## src/rtl/range_wr_arbiter_if.sv

```systemverilog
// ----------------------------------------------------------------------------
// range_wr_arbiter_if
// Groups the requester handshakes, the flush request, the range-buffer write
// and clear strobes and the status/statistics outputs of range_wr_arbiter.
//   bof_*   : heap-overflow tracker request (valid/first/last) and ready
//   dlk_*   : dataleak tracker request (valid/first/last) and ready
//   flush_i : buffer clear request
//   wr_*    : one-cycle write strobe plus the range being written
//   buf_rst_o, busy_o, wr_cnt_o, drop_cnt_o : clear strobe, status, counters
// master drives requests and observes the block; slave is the arbiter.
// ----------------------------------------------------------------------------
interface range_wr_arbiter_if #(
    parameter int unsigned ADDR_W = 32,
    parameter int unsigned CNT_W  = 8
);
    logic              bof_valid_i;
    logic [ADDR_W-1:0] bof_first_i;
    logic [ADDR_W-1:0] bof_last_i;
    logic              bof_ready_o;
    logic              dlk_valid_i;
    logic [ADDR_W-1:0] dlk_first_i;
    logic [ADDR_W-1:0] dlk_last_i;
    logic              dlk_ready_o;
    logic              flush_i;
    logic              wr_en_o;
    logic [ADDR_W-1:0] wr_first_o;
    logic [ADDR_W-1:0] wr_last_o;
    logic              buf_rst_o;
    logic              busy_o;
    logic [CNT_W-1:0]  wr_cnt_o;
    logic [CNT_W-1:0]  drop_cnt_o;

    modport master (
        output bof_valid_i, bof_first_i, bof_last_i,
        output dlk_valid_i, dlk_first_i, dlk_last_i,
        output flush_i,
        input  bof_ready_o, dlk_ready_o,
        input  wr_en_o, wr_first_o, wr_last_o,
        input  buf_rst_o, busy_o, wr_cnt_o, drop_cnt_o
    );

    modport slave (
        input  bof_valid_i, bof_first_i, bof_last_i,
        input  dlk_valid_i, dlk_first_i, dlk_last_i,
        input  flush_i,
        output bof_ready_o, dlk_ready_o,
        output wr_en_o, wr_first_o, wr_last_o,
        output buf_rst_o, busy_o, wr_cnt_o, drop_cnt_o
    );
endinterface

```

## src/rtl/range_wr_arbiter.sv

```systemverilog
// ----------------------------------------------------------------------------
// range_wr_arbiter
// Round-robin arbiter between the heap-overflow (bof) and dataleak (dlk)
// trackers in front of a shared range buffer. A granted range is written in a
// single WRITE cycle unless it is inverted (first > last) or repeats the last
// range written, in which case it is counted as dropped. A flush request
// clears the buffer by holding buf_rst_o for FLUSH_CYCLES cycles.
// Ports:
//   clk_i : clock, all state on rising edge
//   rst_i : asynchronous active-high reset
//   bus   : range_wr_arbiter_if slave (requests, flush, write, status)
// ----------------------------------------------------------------------------
module range_wr_arbiter #(
    parameter int unsigned ADDR_W       = 32,
    parameter int unsigned FLUSH_CYCLES = 4,
    parameter int unsigned CNT_W        = 8
) (
    input logic               clk_i,
    input logic               rst_i,
    range_wr_arbiter_if.slave bus
);

    localparam int unsigned FC_W = (FLUSH_CYCLES > 1) ? $clog2(FLUSH_CYCLES) : 1;

    typedef enum logic [1:0] {StIdle, StWrite, StFlush} state_e;

    state_e            r_state;
    logic              r_rr_dlk;      // 1: dlk wins the next tie
    logic              r_wr_en;
    logic              r_buf_rst;
    logic [ADDR_W-1:0] r_wr_first;
    logic [ADDR_W-1:0] r_wr_last;
    logic              r_lw_vld;      // last-written record valid
    logic [ADDR_W-1:0] r_lw_first;
    logic [ADDR_W-1:0] r_lw_last;
    logic [FC_W-1:0]   r_flush_cnt;
    logic [CNT_W-1:0]  r_wr_cnt;
    logic [CNT_W-1:0]  r_drop_cnt;

    logic              w_idle;
    logic              w_grant;
    logic              w_take_bof;
    logic              w_take_dlk;
    logic [ADDR_W-1:0] w_sel_first;
    logic [ADDR_W-1:0] w_sel_last;
    logic              w_bad;
    logic              w_dup;

    // Ready is combinational and forced low during reset so outputs read 0.
    assign w_idle     = (r_state == StIdle) && !rst_i;
    assign w_grant    = w_idle && !bus.flush_i && (bus.bof_valid_i || bus.dlk_valid_i);
    assign w_take_bof = w_grant && bus.bof_valid_i && (!bus.dlk_valid_i || !r_rr_dlk);
    assign w_take_dlk = w_grant && !w_take_bof;

    assign w_sel_first = w_take_dlk ? bus.dlk_first_i : bus.bof_first_i;
    assign w_sel_last  = w_take_dlk ? bus.dlk_last_i  : bus.bof_last_i;

    // Range qualification is done on the grant edge so a discarded range never
    // disturbs wr_first_o/wr_last_o and the block is free again next cycle.
    assign w_bad = (w_sel_first > w_sel_last);
    assign w_dup = r_lw_vld && (w_sel_first == r_lw_first) && (w_sel_last == r_lw_last);

    always_ff @(posedge clk_i or posedge rst_i) begin
        if (rst_i) begin
            r_state     <= StIdle;
            r_rr_dlk    <= 1'b0;
            r_wr_en     <= 1'b0;
            r_buf_rst   <= 1'b0;
            r_wr_first  <= '0;
            r_wr_last   <= '0;
            r_lw_vld    <= 1'b0;
            r_lw_first  <= '0;
            r_lw_last   <= '0;
            r_flush_cnt <= '0;
            r_wr_cnt    <= '0;
            r_drop_cnt  <= '0;
        end else begin
            r_wr_en <= 1'b0;
            unique case (r_state)
                StIdle: begin
                    if (bus.flush_i) begin
                        r_state     <= StFlush;
                        r_buf_rst   <= 1'b1;
                        r_flush_cnt <= FC_W'(FLUSH_CYCLES - 1);
                    end else if (w_grant) begin
                        r_rr_dlk <= w_take_bof;
                        if (w_bad || w_dup) begin
                            if (r_drop_cnt != {CNT_W{1'b1}}) begin
                                r_drop_cnt <= r_drop_cnt + 1'b1;
                            end
                        end else begin
                            r_state    <= StWrite;
                            r_wr_en    <= 1'b1;
                            r_wr_first <= w_sel_first;
                            r_wr_last  <= w_sel_last;
                        end
                    end
                end
                StWrite: begin
                    r_lw_vld   <= 1'b1;
                    r_lw_first <= r_wr_first;
                    r_lw_last  <= r_wr_last;
                    if (r_wr_cnt != {CNT_W{1'b1}}) begin
                        r_wr_cnt <= r_wr_cnt + 1'b1;
                    end
                    r_state <= StIdle;
                end
                StFlush: begin
                    if (r_flush_cnt == '0) begin
                        r_state   <= StIdle;
                        r_buf_rst <= 1'b0;
                        r_lw_vld  <= 1'b0;
                    end else begin
                        r_flush_cnt <= r_flush_cnt - 1'b1;
                    end
                end
                default: begin
                    r_state   <= StIdle;
                    r_buf_rst <= 1'b0;
                end
            endcase
        end
    end

    assign bus.bof_ready_o = w_take_bof;
    assign bus.dlk_ready_o = w_take_dlk;
    assign bus.wr_en_o     = r_wr_en;
    assign bus.wr_first_o  = r_wr_first;
    assign bus.wr_last_o   = r_wr_last;
    assign bus.buf_rst_o   = r_buf_rst;
    assign bus.busy_o      = (r_state != StIdle) || w_grant;
    assign bus.wr_cnt_o    = r_wr_cnt;
    assign bus.drop_cnt_o  = r_drop_cnt;

endmodule

```

## src/flat_wrapper.sv

```systemverilog
// flat-port wrapper written by rule: the top's interface ports become plain ports
module range_wr_arbiter_flat 
#(
    parameter int unsigned ADDR_W       = 32,
    parameter int unsigned FLUSH_CYCLES = 4,
    parameter int unsigned CNT_W        = 8
)
  (clk_i, rst_i, bus_bof_valid_i, bus_bof_first_i, bus_bof_last_i, bus_dlk_valid_i, bus_dlk_first_i, bus_dlk_last_i, bus_flush_i, bus_bof_ready_o, bus_dlk_ready_o, bus_wr_en_o, bus_wr_first_o, bus_wr_last_o, bus_buf_rst_o, bus_busy_o, bus_wr_cnt_o, bus_drop_cnt_o);
  range_wr_arbiter_if #(.ADDR_W(ADDR_W), .CNT_W(CNT_W)) bus_i ();
  input logic clk_i;
  input logic rst_i;
  input wire logic [$bits(bus_i.bof_valid_i)-1:0] bus_bof_valid_i;
  input wire logic [$bits(bus_i.bof_first_i)-1:0] bus_bof_first_i;
  input wire logic [$bits(bus_i.bof_last_i)-1:0] bus_bof_last_i;
  input wire logic [$bits(bus_i.dlk_valid_i)-1:0] bus_dlk_valid_i;
  input wire logic [$bits(bus_i.dlk_first_i)-1:0] bus_dlk_first_i;
  input wire logic [$bits(bus_i.dlk_last_i)-1:0] bus_dlk_last_i;
  input wire logic [$bits(bus_i.flush_i)-1:0] bus_flush_i;
  output wire logic [$bits(bus_i.bof_ready_o)-1:0] bus_bof_ready_o;
  output wire logic [$bits(bus_i.dlk_ready_o)-1:0] bus_dlk_ready_o;
  output wire logic [$bits(bus_i.wr_en_o)-1:0] bus_wr_en_o;
  output wire logic [$bits(bus_i.wr_first_o)-1:0] bus_wr_first_o;
  output wire logic [$bits(bus_i.wr_last_o)-1:0] bus_wr_last_o;
  output wire logic [$bits(bus_i.buf_rst_o)-1:0] bus_buf_rst_o;
  output wire logic [$bits(bus_i.busy_o)-1:0] bus_busy_o;
  output wire logic [$bits(bus_i.wr_cnt_o)-1:0] bus_wr_cnt_o;
  output wire logic [$bits(bus_i.drop_cnt_o)-1:0] bus_drop_cnt_o;
  assign bus_i.bof_valid_i = bus_bof_valid_i;
  assign bus_i.bof_first_i = bus_bof_first_i;
  assign bus_i.bof_last_i = bus_bof_last_i;
  assign bus_i.dlk_valid_i = bus_dlk_valid_i;
  assign bus_i.dlk_first_i = bus_dlk_first_i;
  assign bus_i.dlk_last_i = bus_dlk_last_i;
  assign bus_i.flush_i = bus_flush_i;
  assign bus_bof_ready_o = bus_i.bof_ready_o;
  assign bus_dlk_ready_o = bus_i.dlk_ready_o;
  assign bus_wr_en_o = bus_i.wr_en_o;
  assign bus_wr_first_o = bus_i.wr_first_o;
  assign bus_wr_last_o = bus_i.wr_last_o;
  assign bus_buf_rst_o = bus_i.buf_rst_o;
  assign bus_busy_o = bus_i.busy_o;
  assign bus_wr_cnt_o = bus_i.wr_cnt_o;
  assign bus_drop_cnt_o = bus_i.drop_cnt_o;
  range_wr_arbiter #(.ADDR_W(ADDR_W), .FLUSH_CYCLES(FLUSH_CYCLES), .CNT_W(CNT_W)) u_core (.clk_i(clk_i), .rst_i(rst_i), .bus(bus_i));
endmodule
```

## config.mk

```make
export PLATFORM = sky130hd
export DESIGN_NAME = range_wr_arbiter_flat
export DESIGN_NICKNAME = d
export VERILOG_FILES = /design/src/rtl/range_wr_arbiter_if.sv /design/src/rtl/range_wr_arbiter.sv /design/src/flat_wrapper.sv
export SDC_FILE = /design/constraint.sdc
export NUM_CORES = 1
export LEC_CHECK = 0
export CORE_MARGIN = 2
export CORE_UTILIZATION = 54
export DETAILED_ROUTE_END_ITERATION = 10
export HOLD_SLACK_MARGIN = 0.1
export PLACE_DENSITY_LB_ADDON = 0.08
export SETUP_SLACK_MARGIN = 0.3
export SYNTH_ARGS = -nofsm -noshare
export SYNTH_HDL_FRONTEND = slang
export SYNTH_SLANG_ARGS = --single-unit
```

## constraint.sdc

```tcl
create_clock -name clk_i -period 8.3 [get_ports clk_i]
set_input_delay 0.83 -clock clk_i [delete_from_list [all_inputs] [get_ports clk_i]]
set_output_delay 0.83 -clock clk_i [all_outputs]
set_load 0.05 [all_outputs]
```

==> results.sh <==
export IMPL_status="complete, no violations"
export IMPL_floorplan_initialDensity_pct=54.7
export IMPL_synth_compound_area_share_pct=15.4
export IMPL_muxShareOfSynthArea_pct=15.1
export IMPL_clock_sinks=152
export IMPL_synth_most_common_cell="dfrtp_1"
export IMPL_coreArea_um2=16400
export IMPL_drv_cap=0
export IMPL_ff2ff_path_depth=16
export IMPL_clockBufferDepth=2
export IMPL_cts_resized=0
export IMPL_final_cells=1360
export IMPL_maxSlewHeadroom_pct=37.3
export IMPL_synth_distinct_cells=61
export IMPL_routed_wl_mm=32.3
export IMPL_max_freq_mhz=152
export IMPL_yosys_area_top_type="dfrtp_1"
export IMPL_grt_overflow_total=0
export IMPL_place_hpwl_mm=24.7
export IMPL_setup_viol=0
export IMPL_gp_congestion=0.993
export IMPL_min_path_type="flop to flop"
export IMPL_rows=47
export IMPL_worstPathArrival_ns=6.89
export IMPL_ys_seq_area_share_pct=42.4
export IMPL_critical_path_startpoint_type="input port"
export IMPL_num_vias=8221
export IMPL_cts_tree="built"
export IMPL_netlist_instances=917
export IMPL_holdPathEnd="u_core.bus.drop_cnt_o[6]$_DFFE_PP0P_"
export IMPL_synth_top_family_by_area="compound AO/OA/AOI/OAI gates"
export IMPL_antenna_found_initial=1
export IMPL_power_density_nw_per_um2=337
export IMPL_die_x_um=133
export IMPL_drive_gt1_share_pct=9.04
export IMPL_min_path_cells=1
export IMPL_grtUsageMet1_pct=49.6
export IMPL_syn_num_nets=1085
export IMPL_grt_max_degree=85
export IMPL_post_route_min_period_ns=6.56
export IMPL_die_height_um=133
export IMPL_io_buffer_count=217
export IMPL_r2r_end="u_core.bus.wr_last_o[0]$_DFFE_PP0P_"
export IMPL_syn_area_um2=8980
export IMPL_worst_clock_skew_ns=0.0127
export IMPL_drtAntennaViolNets=0
export IMPL_num_antenna_cells=0
export IMPL_timing_hold_ws_ns=0.492
export IMPL_rr_startpoint="u_core.r_state[0]$_DFFE_PP0P_"
export IMPL_path_max_fanout=50
export IMPL_area_growth_synth_to_final_pct=32.6
export IMPL_rrSetupSlack_ns=2.15
export IMPL_yosys_area_share_simple_pct=11.8
export IMPL_synth_edff_count=0
export IMPL_yosys_warnings=0
export IMPL_grt_pass1_wl_mm=48.5
export IMPL_postCtsSetupBuffers=0
export IMPL_fin_tns_setup_ns=0
export IMPL_cts_hold_buf=0
export IMPL_cts_made_buffers=17
export IMPL_path_class="input port to flop"
export IMPL_ys_flop_type="dfrtp_1"
export IMPL_cts_root_buf="clkbuf_16"
export IMPL_globalRouteTotalUtil_pct=36.9
export IMPL_place_area_um2=11300
export IMPL_peakVddDrop_mv=0.295
export IMPL_syn_area_per_cell_um2=9.79
export IMPL_first_pass_iters=7
export IMPL_final_cell_area_um2=11900
export IMPL_fin_nets=1295
export IMPL_routedWlPerCell_um=23.7
export IMPL_crit_required_ns=8.62
export IMPL_drc_errors=0
export IMPL_synthAdderAreaFrac_pct=4.88
export IMPL_grt_busiest_layer="met2"
export IMPL_tightest_slew_ns=0.941
export IMPL_leakagePower_nw=5.36
export IMPL_dr_first_iter_drc_count=925
export IMPL_cp_end_kind="flop"
export IMPL_ys_async_sr_fraction_pct=100
export IMPL_clkTransAtPathRegs_ns=0.07
export IMPL_ys_seq_elements=152
export IMPL_die_area_um2=17700
export IMPL_synthTopCellsByCount="dfrtp_1, inv_1, nand2_1"
export IMPL_finalMaxSlewViolations=0
export IMPL_met2_usage_pct=55.3
export IMPL_holdCritStartpoint="u_core.bus.drop_cnt_o[6]$_DFFE_PP0P_"
export IMPL_clk_latency_ns=0.44
export IMPL_design_power_total_mw=4.01
export IMPL_vias_per_cell=6.04
export IMPL_ios=218
export IMPL_rsz0062_at_grt="false"
export IMPL_synth_top_area_share_pct=42.4
export IMPL_synth_xor_area_share_pct=3.51
export IMPL_finalCritPeriodShare_pct=79.1
export IMPL_place_inst=1328
export IMPL_grt_pass1_vias=8142
export IMPL_htreeDepth=4
export IMPL_synth_area_top_cells="dfrtp_1, mux2i_1, inv_1"
export IMPL_hold_viol=0
export IMPL_grt_use_met3_pct=11.4
==> layout by cell type, fill, tap and decap left out, drive strengths merged, types with 12 or more instances in the layout <==
cell and n:
a21oi 24, clkbuf 17, clkdlybuf4s50 217, dfrtp 152, ha 35, inv 129
mux2 55, mux2i 67, nand2 102, nand2b 13, nand3 12, nor2 22
nor4 15, o21ai 65, o22ai 31, xnor2 15, xor2 21
==> cells by family after synthesis <==
family | count (synthesis)
simple gates | 211
compound gates | 208
buf+inv | 153
flops | 152
mux | 122
xor+xnor | 36
fa+ha+maj | 35
==> registers in the layout, indices dropped and copies added, names as in the netlist <==
signal and count:
u_core.r_state 2, u_core.bus.buf_rst_o 1, u_core.bus.wr_en_o 1, u_core.r_lw_vld 1, u_core.bus.wr_first_o 32, u_core.bus.wr_cnt_o 8, u_core.r_flush_cnt 2, u_core.r_rr_dlk 1
u_core.r_lw_last 32, u_core.bus.wr_last_o 32, u_core.bus.drop_cnt_o 8, u_core.r_lw_first 32
==> final cells by class <==
cell class / instances / area, um^2
clock buffers: 17 / 425
fillers: 1243 / 4510
multi-input cells: 612 / 4560
flip-flops and latches: 152 / 3800
clock inverters: 15 / 154
well taps: 220 / 275
inverters: 120 / 457
repair buffers: 224 / 2220
==> power breakdown <==
group	switching, mW	leakage (nW)	internal [mW]
clock	0.364	0.287	0.426
combinational	1.17	3.17	0.700
sequential	0.315	1.90	1.04
==> per-stage QoR <==
stage,util [%],setup WS (ns)
floorplan,-,2.75
global placement,69.0,1.56
detailed placement,69.0,1.41
CTS,72.5,1.84
global route,72.5,1.47
finish,72.5,1.74
==> how the worst max path moves through the flow <==
stage | start | end | depth (start not counted)
after global placement | rst_i | u_core.bus.wr_last_o[0]$_DFFE_PP0P_ | 17
after detailed placement | rst_i | u_core.bus.wr_last_o[0]$_DFFE_PP0P_ | 17
final | rst_i | u_core.bus.wr_last_o[0]$_DFFE_PP0P_ | 17
after floorplan | rst_i | u_core.bus.wr_first_o[10]$_DFFE_PP0P_ | 18
after global routing | rst_i | u_core.bus.wr_last_o[0]$_DFFE_PP0P_ | 18
after CTS | rst_i | u_core.bus.wr_last_o[0]$_DFFE_PP0P_ | 17
==> critical path: stages <==
cell	delay [ns]
clkdlybuf4s50_1	0.52
nor4_4	0.46
nand3_4	0.40
clkinv_2	0.67
buf_4	0.33
mux2i_1	0.27
inv_1	0.11
ha_1	0.31
and4_1	0.20
a21oi_1	0.14
nand2_1	0.07
a21oi_1	0.14
a21oi_1	0.08
o21ai_1	0.66
and3_4	0.93
buf_4	0.35
mux2_2	0.37
==> metal layers <==
| layer | wire length, um | vias to the layer above | part of all wire [%] |
|---|---|---|---|
| li1 | - | 3679 | - |
| met1 | 13300 | 3954 | 41 |
| met2 | 14100 | 497 | 44 |
| met3 | 3550 | 89 | 11 |
| met4 | 1320 | 2 | 4.1 |
| met5 | 13 | - | 0.040 |
No activity file was read; power rests on OpenSTA's default activity.
==> variant 1, RTL diff (same settings) <==
`FLUSH_CYCLES` is set to 4 in 2 places; all go to 8.
--- a/src/rtl/range_wr_arbiter.sv
+++ b/src/rtl/range_wr_arbiter.sv
@@ -13,5 +13,5 @@
 module range_wr_arbiter #(
     parameter int unsigned ADDR_W       = 32,
-    parameter int unsigned FLUSH_CYCLES = 4,
+    parameter int unsigned FLUSH_CYCLES = 8,
     parameter int unsigned CNT_W        = 8
 ) (
--- a/src/flat_wrapper.sv
+++ b/src/flat_wrapper.sv
@@ -3,5 +3,5 @@
 #(
     parameter int unsigned ADDR_W       = 32,
-    parameter int unsigned FLUSH_CYCLES = 4,
+    parameter int unsigned FLUSH_CYCLES = 8,
     parameter int unsigned CNT_W        = 8
 )
Function: changed (Yosys sat finds a counterexample within 10 cycles, from zero or initial values and one cycle with rst_i high).
==> variant 1 against the original RTL <==
Total power fell by 7.7%; worst setup slack improved by 580 ps; sequential share of layout area rose by 0.66 points; count of clock-buffer cells in the layout rose by 1; highest routed layer is now met4; first-iteration DRC count rose by 8.5%; cell area fell by 1.4%; maximum frequency rose by 9.7%; area after synthesis fell by 1.6%; sequential cell count rose by 1; wire length fell by 2.0%; largest power group unchanged.
==> variant 1: results (changes against the original RTL) <==
syn_nets=1064 (-1.9%); sequential cells=153 (+0.66%); largest net degree at the start of global routing=94 (+11%); CTS max path bufs=2 (unchanged); GP Congestion=1.00 (+0.82%); register share of the cell area=0.326 (+0.00660); Worst Hold Slack=500 ps (+7.67 ps); share of cells above drive strength 1=0.104 (+0.0132); hold path depth=1 (unchanged); ant diodes=1 (+1); layout overhead on the synthesized area=32.9%; crit path max fanout=41 (-18%); post-synth cell types=56 (-8.2%); Final Skew=8.40 ps (-4.32 ps); Final HPWL DP=24.0 mm (-2.9%); post-CTS setup repair buffer count=0 (unchanged); synthesized area per cell=9.86 µm² (+0.77%); Via Count=8287 (+0.80%); Worst-Margin Slew=1050 ps (+110 ps); R2R cell count=17 (+1); status=completed; Total GRT Usage=0.362 (-0.00651); Num CTS Buffers=17 (unchanged); RR Startpoint=u_core.r_state[0]; arrival time at the worst endpoint=6300 ps (-590 ps); Async S/R FF share, synth=1.00 (unchanged); Non-clk bufs=223 (-0.45%); Port-buffer cells=217 (unchanged); hold_sp=u_core.bus.wr_cnt_o[4]; initial antenna violation count=1 (unchanged); clk slew on worst S/H paths=70 ps (about the same); R2R setup slack=2670 ps (+520 ps); placed inst area=11100 µm² (-1.7%); final core occ=0.736 (+0.0108); Area contributors post-synth=dfrtp_1 43%, mux2_2 8.0%, ha_1 5.1%, mux2i_1 3.9%, nand2_1 3.8%; invs w/o clock=83 (-31%); clock-cell share of area=0.0513 (+0.00260); global-route wire length before repair=47.7 mm (-1.6%); hold path endpoint=u_core.bus.wr_cnt_o[4]; pre-CTS setup slack=1940 ps (+528 ps); post-synthesis sequential area ratio=0.434 (+0.00992); DR iter-0 viols=1004 (+8.5%); vias in the first global route=8088 (-0.66%); VDD IR-drop max=226 µV (-23%); Data buffer area share=0.189 (+0.00197); Clock Tree Root=clkbuf_16; Synth Cell Area=8830 µm² (-1.6%); Pre-Repair DR Iteration Count=9 (+2); worst reg2reg endpoint=u_core.bus.drop_cnt_o[1]; clk_lat worst skew=430 ps; final wirelength=31.6 mm (-2.0%); leakage=5.29 nW (-1.4%); drt wl/cell=23.8 µm (+0.40%); Fillers=1200 (-3.5%); Multi-Input Combinational=620 (+1.3%); area of the multi-input gates=4500 µm² (-1.3%); final net count=1267 (-2.2%); list of most frequent post-synthesis cells=153 x dfrtp_1, 89 x nand2_1, 82 x inv_1, 63 x mux2_2, 57 x o21ai_0; clock buf count=18 (+1)
## variant 1: cell count changes in the layout (fill, tap and decap cells not counted), sizes merged, moves of 14 or more
cell and delta:
inv -44, o22ai -16, nand2b +14, a31oi +28, a21oi +26, mux2i -31
## variant 1: worst max path at each step
stage / start / to / slack [ps] / cells after the start
after floorplan: rst_i / u_core.bus.wr_last_o[17] / 3210 / 19
after global placement: rst_i / u_core.bus.drop_cnt_o[1] / 2080 / 18
after detailed placement: rst_i / u_core.bus.drop_cnt_o[1] / 1940 / 18
after CTS: rst_i / u_core.bus.drop_cnt_o[1] / 2350 / 18
after global routing: rst_i / u_core.bus.drop_cnt_o[1] / 1920 / 18
final: rst_i / u_core.bus.drop_cnt_o[1] / 2320 / 18
## variant 1: cells by family after synthesis
logic type	share of synthesized area
compound gates	0.170
xor+xnor	0.0476
simple gates	0.115
fa+ha+maj	0.0510
mux	0.125
buf+inv	0.0578
flops	0.434
## variant 1: report_power, final
part | leakage, nW | total (mW) | switching (mW) | internal (mW)
Combinational | 3.00 | 1.65 | 1.04 | 0.605
Sequential | 1.99 | 1.24 | 0.251 | 0.992
Clock | 0.291 | 0.810 | 0.335 | 0.475
## variant 1: critical path: stages
cell,delay [ps]
clkdlybuf4s50_1,520
nor4_4,380
nand3_2,140
inv_2,470
buf_4,420
mux2i_1,280
inv_1,90
ha_1,310
a21o_1,170
a21o_1,180
a21o_1,160
a2111oi_0,370
o21ai_0,140
o31ai_1,250
o21a_2,520
buf_4,490
or2_1,210
mux2_1,330
## variant 1: per-layer routing
layer	vias up	part of all wire	track usage
met4	0	0.041	0.150
met2	540	0.44	0.537
met5	-	0	0
met3	91	0.11	0.120
met1	4020	0.41	0.490
li1	3636	-	-
==> variant 2, RTL diff (same flow settings) <==
Without the edit above. Encoding of `state_e`: now one-hot (3 bits for 3 states).
--- a/src/rtl/range_wr_arbiter.sv
+++ b/src/rtl/range_wr_arbiter.sv
@@ -23,5 +23,5 @@
     localparam int unsigned FC_W = (FLUSH_CYCLES > 1) ? $clog2(FLUSH_CYCLES) : 1;
 
-    typedef enum logic [1:0] {StIdle, StWrite, StFlush} state_e;
+    typedef enum logic [2:0] {StIdle = 3'b001, StWrite = 3'b010, StFlush = 3'b100} state_e;
 
     state_e            r_state;
Formal check against the unedited RTL: same outputs for any inputs over 4 cycles, from zero or initial values and one cycle with rst_i high; so few cycles prove little.
==> variant 2 against the original RTL <==
Maximum frequency increased by 3.3%; sequential share of layout area increased by 0.68 points; worst setup slack gained 210 ps; combinational power is 5% higher; critical path depth stayed put; cell area fell by 1.4%; area after synthesis is 2.2% lower; core utilization is 1.3 points higher; clock power grew 1%; wire length down 14%; synthesized cell count shrank 12%; sequential cell count up 1; total power is 3.8% higher; critical path type unchanged.
==> variant 2: results (changes against the original RTL) <==
crit path max fanout=29 (-42%); arrival time at the worst endpoint=6680 ps (-210 ps); post-synthesis sequential area ratio=0.436 (+0.0124); final wirelength=27.9 mm (-14%); ant diodes=0 (unchanged); leakage=5.21 nW (-2.8%); Max stage delay on crit path=690 ps (-240 ps); initial antenna violation count=1 (unchanged); GP Congestion=1.01 (+1.8%); Vias/cell=5.87 (-3.0%); type of the tightest min-delay check=reg -> reg; post-CTS setup repair buffer count=0 (unchanged); VDD IR-drop max=246 µV (-17%); slowest stage cell on the critical path=or4_2; Num CTS Buffers=17 (unchanged); Post-synth EDFFs=0 (unchanged); Final Skew=9.66 ps (-3.06 ps); RR Startpoint=u_core.r_state[0]; pre-CTS setup slack=1520 ps (+108 ps); Yosys Warn Count=0 (unchanged); Async S/R FF share, synth=1.00 (unchanged); Worst setup startpoint=rst_i; Final HPWL DP=20.9 mm (-15%); CTS max path bufs=2 (unchanged); H-tree depth=4 (unchanged); status=completed; list of most frequent post-synthesis cells=152 x dfrtp_1, 77 x mux2_2, 66 x nand2_1, 64 x inv_1, 57 x mux2i_1; Worst slew margin=0.347 (-0.0259); Post-Synthesis Cells=806 (-12%); clk slew on worst S/H paths=~60 ps; Total GRT Usage=0.326 (-0.0431); Area contributors post-synth=dfrtp_1 43%, mux2_2 9.9%, mux2i_1 6.5%, ha_1 5.0%, xnor2_1 4.5%; total power=4.16 mW (+3.8%); clk_lat worst skew=440 ps (about the same); critical path's top delay family=simple AND/OR/NAND/NOR gates; share of cells above drive strength 1=0.141 (+0.0502); DR iter-0 viols=690 (-25%); placed inst area=11100 µm² (-1.7%); syn_nets=974 (-10%); register share of total power=0.334 (-0.003); Clock Tree Root=clkbuf_16; vias in the first global route=7355 (-9.7%); global-route wire length before repair=42.6 mm (-12%); post-synth cell types=60 (-1.6%); Final Instance Count excl. Fillers=1248 (-8.2%); Port-buffer cells=217 (unchanged); Resized cells post-CTS=0 (unchanged); hold_sp=u_core.r_rr_dlk; Power Combinational=1.97 mW (+5%); largest net degree at the start of global routing=78 (-8.2%); P_sw=1.83 mW (-0.73%); Pre-Repair DR Iteration Count=5 (-2)
[variant 2: cell types whose count changed after synthesis, sizes merged, moves of 9 or more]
cell and delta:
inv -55, mux2 +40, nand2 -36, xnor2 +30, o21ai -27, o22ai -19, a21oi -10, nand2b +9
o31ai +9
[variant 2: cell families (layout without fill, tap and decap cells)]
kind of cell / after synthesis / count (layout) / share of synthesized area
AND/OR/NAND/NOR: 176 / 176 / 0.103
adder cells (fa/ha/maj): 35 / 35 / 0.0499
multiplexers: 154 / 154 / 0.198
AO/OA/AOI/OAI: 129 / 129 / 0.102
XOR/XNOR: 64 / 64 / 0.0638
buffers and inverters: 95 / 321 / 0.0470
flip-flops: 153 / 153 / 0.436
[variant 2: final timing paths]
| path | endpoint | slack (ps) | cells after the start |
|---|---|---|---|
| worst min-delay path | u_core.r_rr_dlk | 480 | 1 |
| min in group asynchronous | u_core.r_state[2] | 900 | 2 |
| max in group asynchronous | u_core.r_lw_first[12] | 5930 | 3 |
| worst min register to register | u_core.r_rr_dlk | 480 | 1 |
| worst max-delay path | u_core.bus.wr_first_o[26] | 1940 | 17 |
| worst max register to register | u_core.bus.wr_first_o[26] | 2240 | 16 |
[variant 2: layer usage]
layer,track usage,part of all wire
met1,0.419,0.41
met2,0.512,0.47
met3,0.0918,0.080
met4,0.149,0.041
met5,0,0.00047
[variant 2: cell type report]
| class | count | area, µm² |
|---|---|---|
| Clock buffer | 18 | 439 |
| Clock inverter | 14 | 160 |
| Timing Repair Buffer | 224 | 2240 |
| Tap cell | 216 | 270 |
| Fill cell | 1175 | 4150 |
| Multi-Input combinational cell | 558 | 4550 |
| Sequential cell | 153 | 3830 |
| Inverter | 65 | 250 |
